## src/rtl/ex_mem_flags.sv

```systemverilog
// EX/MEM pipeline register with the architectural Z/V/N flag registers and the
// branch-condition evaluator, which bypasses same-cycle flag updates.
module ex_mem_flags (
  input  logic        clk,
  input  logic        rst,
  input  logic        stall,
  input  logic        flush,
  input  logic        ex_valid,
  input  logic [3:0]  aluop,
  input  logic [15:0] aluout,
  input  logic        err,
  input  logic [3:0]  ex_rd,
  input  logic        ex_wen,
  input  logic        br_eval,
  input  logic [2:0]  ccc,
  output logic        mem_valid,
  output logic [15:0] mem_aluout,
  output logic [3:0]  mem_rd,
  output logic        mem_wen,
  output logic        flag_z,
  output logic        flag_v,
  output logic        flag_n,
  output logic        br_taken
);

  typedef enum logic [3:0] {
    OP_ADD    = 4'd0,
    OP_SUB    = 4'd1,
    OP_XOR    = 4'd2,
    OP_RED    = 4'd3,
    OP_SLL    = 4'd4,
    OP_SRA    = 4'd5,
    OP_ROR    = 4'd6,
    OP_PADDSB = 4'd7,
    OP_LLB    = 4'd8,
    OP_LHB    = 4'd9
  } aluop_e;

  typedef enum logic [2:0] {
    CC_NE = 3'b000,
    CC_EQ = 3'b001,
    CC_GT = 3'b010,
    CC_LT = 3'b011,
    CC_GE = 3'b100,
    CC_LE = 3'b101,
    CC_OV = 3'b110,
    CC_UN = 3'b111
  } ccc_e;

  aluop_e      op;
  ccc_e        cc;
  logic        upd;
  logic        set_zvn;
  logic        set_z;
  logic        cond;

  logic        mem_valid_q, mem_valid_d;
  logic [15:0] mem_aluout_q, mem_aluout_d;
  logic [3:0]  mem_rd_q, mem_rd_d;
  logic        mem_wen_q, mem_wen_d;
  logic        flag_z_q, flag_z_d;
  logic        flag_v_q, flag_v_d;
  logic        flag_n_q, flag_n_d;

  assign op  = aluop_e'(aluop);
  assign cc  = ccc_e'(ccc);
  assign upd = ex_valid & ~stall & ~flush;

  // NOTE: every output of a combinational block gets a default first, so no
  // path leaves it unassigned and no latch is inferred.
  always_comb begin
    set_zvn = 1'b0;
    set_z   = 1'b0;
    case (op)
      OP_ADD, OP_SUB:                 set_zvn = 1'b1;
      OP_XOR, OP_SLL, OP_SRA, OP_ROR: set_z   = 1'b1;
      default: ;
    endcase
  end

  always_comb begin
    mem_valid_d  = mem_valid_q;
    mem_aluout_d = mem_aluout_q;
    mem_rd_d     = mem_rd_q;
    mem_wen_d    = mem_wen_q;
    if (flush) begin
      // Squash only kills the slot; payload fields keep their old values.
      mem_valid_d = 1'b0;
      mem_wen_d   = 1'b0;
    end else if (!stall) begin
      mem_valid_d  = ex_valid;
      mem_aluout_d = aluout;
      mem_rd_d     = ex_rd;
      mem_wen_d    = ex_valid & ex_wen;
    end
  end

  // Z comes straight from the ALU result; no arithmetic is redone here.
  always_comb begin
    flag_z_d = flag_z_q;
    flag_v_d = flag_v_q;
    flag_n_d = flag_n_q;
    if (upd && (set_zvn || set_z)) flag_z_d = (aluout == 16'h0000);
    if (upd && set_zvn) begin
      flag_v_d = err;
      flag_n_d = aluout[15];
    end
  end

  // The next-state flags equal the registered ones unless upd, so using them
  // directly gives the same-cycle bypass the branch unit needs.
  always_comb begin
    cond = 1'b0;
    case (cc)
      CC_NE: cond = ~flag_z_d;
      CC_EQ: cond = flag_z_d;
      CC_GT: cond = ~flag_z_d & ~flag_n_d;
      CC_LT: cond = flag_n_d;
      CC_GE: cond = flag_z_d | (~flag_z_d & ~flag_n_d);
      CC_LE: cond = flag_n_d | flag_z_d;
      CC_OV: cond = flag_v_d;
      CC_UN: cond = 1'b1;
      default: cond = 1'b0;
    endcase
  end

  assign br_taken = br_eval & ~flush & cond;

  // NOTE: state registers use non-blocking assignments so every flop samples
  // the pre-edge values regardless of statement order.
  always_ff @(posedge clk) begin
    if (rst) begin
      mem_valid_q  <= 1'b0;
      mem_aluout_q <= 16'h0000;
      mem_rd_q     <= 4'h0;
      mem_wen_q    <= 1'b0;
      flag_z_q     <= 1'b0;
      flag_v_q     <= 1'b0;
      flag_n_q     <= 1'b0;
    end else begin
      mem_valid_q  <= mem_valid_d;
      mem_aluout_q <= mem_aluout_d;
      mem_rd_q     <= mem_rd_d;
      mem_wen_q    <= mem_wen_d;
      flag_z_q     <= flag_z_d;
      flag_v_q     <= flag_v_d;
      flag_n_q     <= flag_n_d;
    end
  end

  assign mem_valid  = mem_valid_q;
  assign mem_aluout = mem_aluout_q;
  assign mem_rd     = mem_rd_q;
  assign mem_wen    = mem_wen_q;
  assign flag_z     = flag_z_q;
  assign flag_v     = flag_v_q;
  assign flag_n     = flag_n_q;

endmodule

```

## config.mk

```make
export PLATFORM = sky130hd
export DESIGN_NAME = ex_mem_flags
export DESIGN_NICKNAME = d
export VERILOG_FILES = /design/src/rtl/ex_mem_flags.sv
export SDC_FILE = /design/constraint.sdc
export NUM_CORES = 1
export LEC_CHECK = 0
export BUFFER_PORTS_ARGS = -buffer_cell sky130_fd_sc_hd__buf_4
export CAP_MARGIN = 10
export CORE_ASPECT_RATIO = 1.2
export CORE_MARGIN = 10
export CORE_UTILIZATION = 40
export CTS_CLUSTER_SIZE = 24
export DETAILED_ROUTE_END_ITERATION = 6
export GPL_TIMING_DRIVEN = 0
export PLACE_DENSITY = 0.75
export SYNTH_ARGS = -nofsm -noshare
export SYNTH_HDL_FRONTEND = slang
export SYNTH_SLANG_ARGS = --single-unit
export TNS_END_PERCENT = 20
```

## constraint.sdc

```tcl
create_clock -name clk -period 2.4 [get_ports clk]
set_input_delay 0.24 -clock clk [delete_from_list [all_inputs] [get_ports clk]]
set_output_delay 0.24 -clock clk [all_outputs]
set_load 0.05 [all_outputs]
```

==> results_dict.tcl, run 1 <==
set metrics [dict create \
    outcome "complete, but fails checks" \
    failed_checks "setup timing" \
    timing.clock.skew_ns 0 \
    layout.area.seq_sq_um 500 \
    die_h_um 75.1 \
    floorplan.core_area_sq_um 2350 \
    die_width_um 66.0 \
    antenna_violating_nets_post_route 0 \
    placed_area_sq_um 1510 \
    max_freq_mhz 391 \
    number_of_buffers_added_by_the_clock_tree_synthesis_step 3 \
    crit_path_start "aluop[3]" \
    critical-path-top-cell-by-count "sky130_fd_sc_hd__buf_6" \
    mappedNetlistNets 162 \
    timing_worst_setup_path_type "in2out" \
    worstHoldStart "flush" \
    grt_first_pass_wirelength_um 5440 \
    cellLeakagePower_uw 0.000701 \
    cts.sinks 25 \
    slowest_stage "sky130_fd_sc_hd__or4b_4" \
    crit_path_buf_inv_count 2 \
    grt_start_max_net_pins 15 \
    post_synth_inst_count 127 \
    layout.core_utilization_pct 68.2 \
    yosys_register_bits 25 \
    avgSynthCellArea_sq_um 7.98 \
    clk_path_buf_depth 2 \
    finalWorstSetupSlack_ns -0.155 \
    drt-total-wl_um 3200 \
    family_of_cells_with_the_greatest_summed_delay_on_the_critical_path "simple AND/OR/NAND/NOR gates" \
    gp_routability_congestion 0.856 \
    timing.max_cap.violations 0 \
    timing.critical_path.cells "buf_6 > or4b_4 > or3_4 > mux2_4 > or3b_4 > o41ai_4 > o22ai_4 > buf_6" \
    synth_top_cell_area_share_pct 49.4 \
    synth_area_leaders "sky130_fd_sc_hd__dfxtp_1, sky130_fd_sc_hd__nand2_1, sky130_fd_sc_hd__a21oi_1" \
    layout-drive-gt1-share_pct 39.1 \
    crit_arrival_ns 2.31 \
    finished_cell_area_sq_um 1600 \
    power.ir.vdd_worst_mv 0.414 \
    start_util_pct 43.1 \
    final.setup.tns_ns -0.155 \
    design.portCount 61 \
    critical-path-max-stage-delay_ns 0.53 \
    antenna-diode-count 0 \
    area_delta_synth_final_pct 58.3 \
    drv_slew 0 \
    worstPathMaxFanout 4 \
    clock_tree_root_driver_cell "sky130_fd_sc_hd__clkbuf_4" \
    route.detailed.drc 0 \
    initialDrtViolationCount 33 \
    cp-start-kind "input port" \
    grt_pass1_vias 1248 \
    hp-class "in2reg" \
    synth_cell_type_count 26 \
    ctsHtreeMaxLevel 1 \
    mappedNetlistArea_sq_um 1010 \
    yosysTopAreaCell "sky130_fd_sc_hd__dfxtp_1" \
    io_buffer_count 59 \
    crit_path_end_kind "output port" \
    worst-slew-pin-transition_ns 0.498 \
    design.final.nets 228 \
    antenna_violations_before_repair 0 \
    detailroute.via_count 1115 \
    multiInputGateArea_sq_um 534 \
    yosysWarningCount 0 \
    floorplan.die_area_sq_um 4960 \
    grt_setup_unrepaired "true" \
    seq_area_frac_synth_pct 49.4 \
    post_drt_wl_per_cell_um 14.3 \
    hold_slack_ns 0.0996 \
    max_slew_margin_pct 66.5 \
    reg_to_reg_critical_path_startpoint "flag_z" \
    cts.reportedPaths.clkPinSlew_ns 0.13 \
    period_minus_slack_ns 2.55 \
    tritoncts "built" \
    post-route-period-util_pct 106 \
    grt-ovfl-total 0 \
    setup-violations-final 1 \
    clkLatencyLatePin_ns 0.31 \
    dp_hpwl_um 2580 \
    grt_util_all_layers_pct 13.6 \
    routed_via_density 5.00 \
    placement_rows 19 \
    fillCellCount 206 \
    hold_viol_final 0 \
    power.density_nw_per_um2 514 \
    dr.pass1.iters 4 \
    required_ns 2.16 \
]
metrics by stage:
step | power (uW) | worst slack, ns | instances
detailed placement | 642 | -0.289 | 217
global route | 872 | -0.182 | 223
finish | 825 | -0.155 | 223
global placement | 639 | -0.243 | 217
CTS | 832 | -0.183 | 223
floorplan | 553 | 0.00733 | 127
state kept, by name, indices dropped and copies added (netlist names):
register,flops
flag_v,1
flag_n,1
flag_z,1
mem_valid,1
mem_aluout,16
mem_wen,1
mem_rd,4
report_power, final:
group,switching [uW],internal [uW]
clock,121,62.3
sequential,7.88,431
combinational,119,83.5
cells in the final DEF (no fill, tap or decap), types with 2 or more instances in the layout:
| master | instances |
|---|---|
| sky130_fd_sc_hd__buf_4 | 57 |
| sky130_fd_sc_hd__nand2_1 | 41 |
| sky130_fd_sc_hd__dfxtp_1 | 25 |
| sky130_fd_sc_hd__a21oi_1 | 22 |
| sky130_fd_sc_hd__clkbuf_1 | 6 |
| sky130_fd_sc_hd__nor4_1 | 5 |
| sky130_fd_sc_hd__nor2_1 | 4 |
| sky130_fd_sc_hd__clkbuf_4 | 3 |
| sky130_fd_sc_hd__buf_6 | 3 |
| sky130_fd_sc_hd__nor2b_1 | 2 |
| sky130_fd_sc_hd__nor3_1 | 2 |
area by class of cell:
class / count / area share (%)
sequential: 25 / 31.2
clock inverter: 1 / 0.312
buffer: 7 / 1.64
clock buffer: 3 / 1.40
multi-input combinational: 95 / 33.3
tap: 31 / 2.42
timing repair buffer: 61 / 29.7
synthesized netlist by cell type, drive strengths merged:
library cell	number
a22oi	1
buf	1
nand3b	1
or3	1
a211oi	1
clkbuf	6
mux2	1
and4b	1
dfxtp	25
o41ai	1
a31oi	1
or4b	1
nor2	4
nand3	1
o22ai	1
nand2	41
o21ai	1
a21oi	22
nor4	6
mux2i	1
or3b	2
and2b	1
or2	2
nor2b	2
nor3	2
cell families (layout without fill, tap and decap cells):
logic type             count (synthesis)  after routing  share of synthesized area (%)
AO/OA/AOI/OAI                         28             28                           14.9
AND/OR/NAND/NOR                       65             65                           30.6
flip-flops                            25             25                           49.4
buffers and inverters                  7             72                           2.59
multiplexers                           2              2                           2.47
timing repair:
| action | 4_1_cts | 5_1_grt |
|---|---|---|
| hold buffers | 0 | 0 |
| gates resized for setup | 8 | 4 |
| endpoints found under the setup margin | 1 | 1 |
| pin swaps | 4 | 3 |
| buffers inserted | 2 | 0 |
| gates cloned | 0 | 0 |
layer usage:
metal  up-vias  track usage [%]  wire length (um)
li1        567                -                 -
met1       498             13.2              1120
met2        44             23.1              1580
met3         6             8.31               447
met4         0             5.59                52
met5         -                0                 0
final timing paths:
path	slack (ns)	cells after the start	endpoint
min	0.1	2	mem_valid
max reg2reg	1.36	3	flag_z
max	-0.15	8	br_taken
min reg2reg	0.46	2	mem_rd[2]
No activity file was read; power rests on OpenSTA's default activity.
==> run 2, diff against run 1 <==
--- a/config.mk
+++ b/config.mk
@@ -7,2 +7,3 @@
 export LEC_CHECK = 0
+export ABC_AREA = 1
 export BUFFER_PORTS_ARGS = -buffer_cell sky130_fd_sc_hd__buf_4
@@ -15,3 +16,3 @@
 export GPL_TIMING_DRIVEN = 0
-export PLACE_DENSITY = 0.75
+export PLACE_DENSITY = 0.73
 export SYNTH_ARGS = -nofsm -noshare
--- a/constraint.sdc
+++ b/constraint.sdc
@@ -3,2 +3,2 @@
 set_output_delay 0.24 -clock clk [all_outputs]
-set_load 0.05 [all_outputs]
+set_load 0.1 [all_outputs]
==> results_dict.tcl, run 2 <==
set metrics [dict create \
    outcome "finished clean" \
    clock_tree_root_driver_cell "sky130_fd_sc_hd__clkbuf_4" \
    grtUsageMet3_pct 6.61 \
    multiInputGateArea_sq_um 561 \
    cellLeakagePower_uw 0.000839 \
    grt-ovfl-total 0 \
    grt_pass1_vias 1200 \
    layout.area.seq_sq_um 500 \
    power.ir.vdd_worst_mv 0.374 \
    synth_top_cell_area_share_pct 44.7 \
    mappedNetlistNets 197 \
    largest_reg_flops 16 \
    placement_rows 20 \
    placed_area_sq_um 1620 \
    synth_area_leaders "sky130_fd_sc_hd__dfxtp_1, sky130_fd_sc_hd__nor2_1, sky130_fd_sc_hd__o21ai_0" \
    asyncSetResetFlopFracSynth_pct 0 \
    clkLatencyLatePin_ns 0.30 \
    design.final.nets 262 \
    layout_common_cells "sky130_fd_sc_hd__buf_4, sky130_fd_sc_hd__nor2_1, sky130_fd_sc_hd__dfxtp_1" \
    antenna_violating_nets_post_route 0 \
    ctsHoldBuffers 0 \
    worstHoldStart "rst" \
    yosys_register_bits 25 \
    max_slew_margin_pct 74.6 \
    yosysTopAreaCell "sky130_fd_sc_hd__dfxtp_1" \
    timing.clock.skew_ns 0 \
    drv_slew 0 \
    layout_commonest_cell "sky130_fd_sc_hd__buf_4" \
    required_ns 2.16 \
    ctsHtreeMaxLevel 1 \
    max_freq_mhz 540 \
    worst-slew-pin-transition_ns 0.381 \
    post_drt_wl_per_cell_um 13.5 \
    min_to "flag_z" \
    crit_arrival_ns 1.61 \
    globalRoute.busiestLayer "met2" \
    post-route-period-util_pct 77.1 \
    yosysWarningCount 0 \
    synth_top_cells_by_count "sky130_fd_sc_hd__nor2_1, sky130_fd_sc_hd__dfxtp_1, sky130_fd_sc_hd__o21ai_0, sky130_fd_sc_hd__nand2_1, sky130_fd_sc_hd__inv_1" \
    reg_to_reg_critical_path_startpoint "flag_z" \
    met1_usage_pct 13.8 \
    setup-violations-final 0 \
    start_util_pct 43.0 \
    dr.pass1.iters 4 \
    layout-drive-gt1-share_pct 33.6 \
    timing.rr.end "flag_z" \
    timing.max_cap.violations 0 \
    crit_path_end_kind "output port" \
    number_of_buffers_added_by_the_clock_tree_synthesis_step 3 \
    cts.reportedPaths.clkPinSlew_ns 0.13 \
    synth_cell_type_count 18 \
    power.density_nw_per_um2 595 \
    place_ws_ns 0.552 \
    antenna_violations_before_repair 0 \
    route.detailed.drc 0 \
    grt_util_all_layers_pct 12.5 \
    period_minus_slack_ns 1.85 \
    worst-r2r-setup-slack_ns 1.64 \
    global_route.usage.met2_pct 21.4 \
    cts.sinks 25 \
    finalWorstSetupSlack_ns 0.549 \
    final.setup.tns_ns 0 \
    hold_viol_final 0 \
    io_buffer_count 60 \
    grt_start_max_net_pins 14 \
    cp-start-kind "input port" \
    hold-path-cell-count 2 \
    detailroute.via_count 1227 \
    layout.core_utilization_pct 63.4 \
    gp_routability_congestion 0.827 \
    floorplan.die_area_sq_um 5320 \
    synth.most_common_cell "sky130_fd_sc_hd__nor2_1" \
    die_h_um 78.0 \
    mappedNetlistArea_sq_um 1120 \
    avgSynthCellArea_sq_um 6.91 \
    grt_first_pass_wirelength_um 5390 \
    design.portCount 61 \
    hp-class "in2reg" \
    dp_hpwl_um 2890 \
    fillCellCount 254 \
    finished_cell_area_sq_um 1650 \
    post-cts-setup-buffer-count 0 \
    grt_setup_unrepaired "false" \
    post_cts_resized 0 \
    worstPathMaxFanout 4 \
    post_synth_inst_count 162 \
    final_cells 259 \
    initialDrtViolationCount 79 \
    routed_via_density 4.74 \
    antenna-diode-count 0 \
    dominantRegCellSynth "sky130_fd_sc_hd__dfxtp_1" \
    floorplan.core_area_sq_um 2600 \
    area_delta_synth_final_pct 47.3 \
    tritoncts "built" \
    synth_enable_flop_cells 0 \
    drt-total-wl_um 3490 \
    clk_path_buf_depth 2 \
    dp_cells 255 \
    worst-r2r-cell-count 3 \
    die_width_um 68.3 \
    seq_area_frac_synth_pct 44.7 \
    timing_worst_setup_path_type "in2out" \
]
[run 2: kinds of logic (layout without fill, tap and decap cells)]
family	count (synthesis)	after routing	share of synthesized area [%]
AOI/OAI and AO/OA	26	26	12.4
buffers and inverters	18	82	6.26
and+or+nand+nor	93	93	36.6
DFF	25	25	44.7
[run 2: worst max path at each step]
stage / start / endpoint / slack [ns] / cells after the start
final: stall / br_taken / 0.55 / 11
after global routing: stall / br_taken / 0.45 / 11
after CTS: stall / br_taken / 0.55 / 11
after detailed placement: stall / br_taken / 0.55 / 11
after global placement: stall / br_taken / 0.59 / 11
after floorplan: flag_z / br_taken / 0.12 / 5
[run 2: final cells by class]
cell class / instances / area share (%)
multi-input combinational: 119 / 34.0
sequential: 25 / 30.3
timing repair buffer: 60 / 27.3
inverter: 12 / 2.73
tap: 33 / 2.50
clock buffer: 4 / 1.59
buffer: 6 / 1.52
[run 2: routing by layer]
layer / vias to the layer above / share of wire (%)
li1: 635 / -
met1: 545 / 39
met2: 47 / 49
met3: 0 / 12
met4: 0 / 0
met5: - / 0
[run 2: worst max-delay path: stages]
cell	delay (ns)
sky130_fd_sc_hd__buf_4	0.13
sky130_fd_sc_hd__inv_2	0.07
sky130_fd_sc_hd__nand2_4	0.07
sky130_fd_sc_hd__nor2_8	0.12
sky130_fd_sc_hd__nand2_4	0.06
sky130_fd_sc_hd__o21bai_2	0.14
sky130_fd_sc_hd__nand2_2	0.10
sky130_fd_sc_hd__nand3_1	0.07
sky130_fd_sc_hd__nand3_1	0.13
sky130_fd_sc_hd__a21oi_4	0.17
sky130_fd_sc_hd__buf_4	0.30
[run 2: metrics by stage]
stage / hold slack (ns) / power [uW]
after floorplan: 0.309 / 699
after global routing: 0.0857 / 1030
after CTS: 0.0971 / 989
after global placement: 0.431 / 804
after detailed placement: 0.438 / 811
final: 0.104 / 981
[run 2: where the power goes]
| group | internal [uW] | switching, uW | total [uW] |
|---|---|---|---|
| clock network | 64.7 | 116 | 180 |
| registers | 439 | 12.0 | 451 |
| logic | 92.5 | 257 | 350 |
==> run 3, diff against run 2 <==
Settings changed: CORE_UTILIZATION 40 to 39, PLACE_DENSITY 0.73 to 0.74.
Clock period 2.4 ns to 1.5 ns, I/O delays scaled along.
==> results_dict.tcl, run 3 (synthesis results as in run 2) <==
set metrics [dict create \
    outcome "complete, but fails checks" \
    failed_checks "setup timing" \
    timing.critical_path.depth 7 \
    power.density_nw_per_um2 905 \
    required_ns 1.35 \
    antenna_violating_nets_post_route 0 \
    layout.core_utilization_pct 62.5 \
    design.final.nets 265 \
    layout_commonest_cell "sky130_fd_sc_hd__buf_4" \
    ctsHtreeMaxLevel 1 \
    layout-drive-gt1-share_pct 39.3 \
    final_cells 263 \
    place_ws_ns -0.181 \
    drv_slew 0 \
    detailroute.via_count 1203 \
    period_minus_slack_ns 1.60 \
    cp-start-kind "register" \
    start_util_pct 40.2 \
    post-route-period-util_pct 107 \
    clock_tree_root_driver_cell "sky130_fd_sc_hd__clkbuf_4" \
    hold-path-cell-count 3 \
    placement_rows 21 \
    fillCellCount 287 \
    reg_to_reg_critical_path_startpoint "flag_z" \
    layout.area.seq_sq_um 512 \
    floorplan.die_area_sq_um 5420 \
    max_freq_mhz 626 \
    largest_reg_flops 16 \
    grt_setup_unrepaired "true" \
    worstPathMaxFanout 4 \
    cts.sinks 25 \
    max_slew_margin_pct 73.4 \
    crit_path_end_kind "output port" \
    met3WireLength_um 359 \
    layout_common_cells "sky130_fd_sc_hd__buf_4, sky130_fd_sc_hd__nor2_1, sky130_fd_sc_hd__dfxtp_1" \
    highest_metal_layer_with_signal_wires "met4" \
    worstHoldStart "ex_rd[2]" \
    dr.pass1.iters 4 \
    power_switching_uw 616 \
    critical-path-max-stage-delay_ns 0.36 \
    area_delta_synth_final_pct 55.5 \
    clkLatencyLatePin_ns 0.30 \
    timing.critical_path.cells "o21bai_4 > nand2_4 > nand3_2 > nand2_2 > nor2_2 > a21oi_4 > buf_12" \
    met1Wirelength_um 1320 \
    slowest_stage "sky130_fd_sc_hd__dfxtp_4" \
    finalPower_uw 1580 \
    timing_worst_setup_path_type "reg2out" \
    grt-ovfl-total 0 \
    timing.rr.end "flag_z" \
    grt_start_max_net_pins 14 \
    routed_via_density 4.57 \
    hold_viol_final 0 \
    dp_hpwl_um 2630 \
    clk_path_buf_depth 2 \
    cellLeakagePower_uw 0.000864 \
    swShare_pct 39.1 \
    crit_arrival_ns 1.45 \
    final.setup.tns_ns -0.0987 \
    internal-power_uw 961 \
    number_of_buffers_added_by_the_clock_tree_synthesis_step 3 \
    worst-r2r-setup-slack_ns 0.55 \
    grt_first_pass_wirelength_um 5290 \
    antenna-diode-count 0 \
    worst-r2r-cell-count 5 \
    tritoncts "built" \
    grt_pass1_vias 1234 \
    multiInputGateArea_sq_um 603 \
    dp_cells 256 \
    cts.reportedPaths.clkPinSlew_ns 0.13 \
    setup-violations-final 1 \
    endpoint "br_taken" \
    timing.max_cap.violations 0 \
    share_seq_of_total_power_pct 45.3 \
    design.portCount 61 \
    floorplan.core_area_sq_um 2790 \
    grt_util_all_layers_pct 12.0 \
    worst-slew-pin-transition_ns 0.399 \
    family_of_cells_with_the_greatest_summed_delay_on_the_critical_path "flip-flops" \
    drt-total-wl_um 3260 \
    route.detailed.drc 0 \
    power.ir.vdd_worst_mv 0.702 \
    io_buffer_count 60 \
    die_h_um 78.7 \
    post_drt_wl_per_cell_um 12.4 \
    initialDrtViolationCount 49 \
    hp-class "in2reg" \
    sum_of_met2_wire_segment_lengths_after_detailed_routing_um 1570 \
    share_of_total_power_in_the_clock_network_pct 18.2 \
    combPwrFrac_pct 36.5 \
    timing.clock.skew_ns 0 \
    crit_path_buf_inv_count 1 \
    antenna_violations_before_repair 0 \
    die_width_um 68.9 \
    gp_routability_congestion 0.760 \
    crit_path_start "flag_z" \
    finalWorstSetupSlack_ns -0.0987 \
]
[run 3: changes by cell type in the layout (fill, tap and decap cells not counted), moves of 2 or more]
cell / before / now
sky130_fd_sc_hd__dfxtp_1: 25 / 22
sky130_fd_sc_hd__nand2_1: 19 / 16
sky130_fd_sc_hd__dfxtp_4: 0 / 3
sky130_fd_sc_hd__nand2_2: 3 / 5
sky130_fd_sc_hd__nand3_2: 0 / 4
sky130_fd_sc_hd__nand3_1: 8 / 4
[run 3: timing repair]
| action | CTS | global route |
|---|---|---|
| gates resized for setup | 7 | 2 |
| hold buffers | 1 | 0 |
| setup endpoints to repair | 1 | 1 |
| pin swaps | 3 | 3 |
| setup buffers | 1 | 1 |
| endpoints found under the hold margin | 1 | 0 |
[run 3: worst register-to-register path, cell delays in order (launching register included)]
cell,delay [ns]
sky130_fd_sc_hd__dfxtp_4,0.36
sky130_fd_sc_hd__o21bai_4,0.12
sky130_fd_sc_hd__nand2_4,0.08
sky130_fd_sc_hd__buf_4,0.14
sky130_fd_sc_hd__buf_4,0.12
sky130_fd_sc_hd__nor2_1,0.07
[run 3: how the worst min path moves through the flow]
stage                    end  slack [ns]
2_1_floorplan         flag_v        0.21
3_5_place_dp          flag_v        0.34
3_3_place_gp          flag_v        0.34
6_report           mem_rd[2]        0.06
5_1_grt        mem_aluout[3]        0.05
4_1_cts        mem_aluout[3]        0.05
[run 3: power groups by stage]
| stage | Clock, uW | Combinational, uW | Sequential (uW) |
|---|---|---|---|
| 5_1_grt | 325 | 607 | 720 |
| 4_1_cts | 306 | 575 | 715 |
| 6_report | 287 | 575 | 714 |
| 3_3_place_gp | 0 | 561 | 729 |
| 3_5_place_dp | 0 | 564 | 729 |
| 2_1_floorplan | 0 | 115 | 1000 |
[run 3: layout make-up]
type	instances	area share, %
buffer	6	1.44
timing repair buffer	63	28.0
tap	34	2.44
inverter	12	2.59
multi-input combinational	119	34.6
clock buffer	4	1.51
sequential	25	29.4
[run 3: routing by layer]
layer  GRT usage [%]  up-vias
li1                -      645
met1            14.2      516
met2            19.6       40
met3            5.06        2
met4            2.37        0
met5               0        -
[run 3: per-stage QoR]
stage | cell area (sq um) | hold slack [ns]
after global placement | 1660 | 0.339
after floorplan | 1160 | 0.209
after global routing | 1740 | 0.0536
after CTS | 1730 | 0.0550
after detailed placement | 1660 | 0.339
final | 1740 | 0.0555
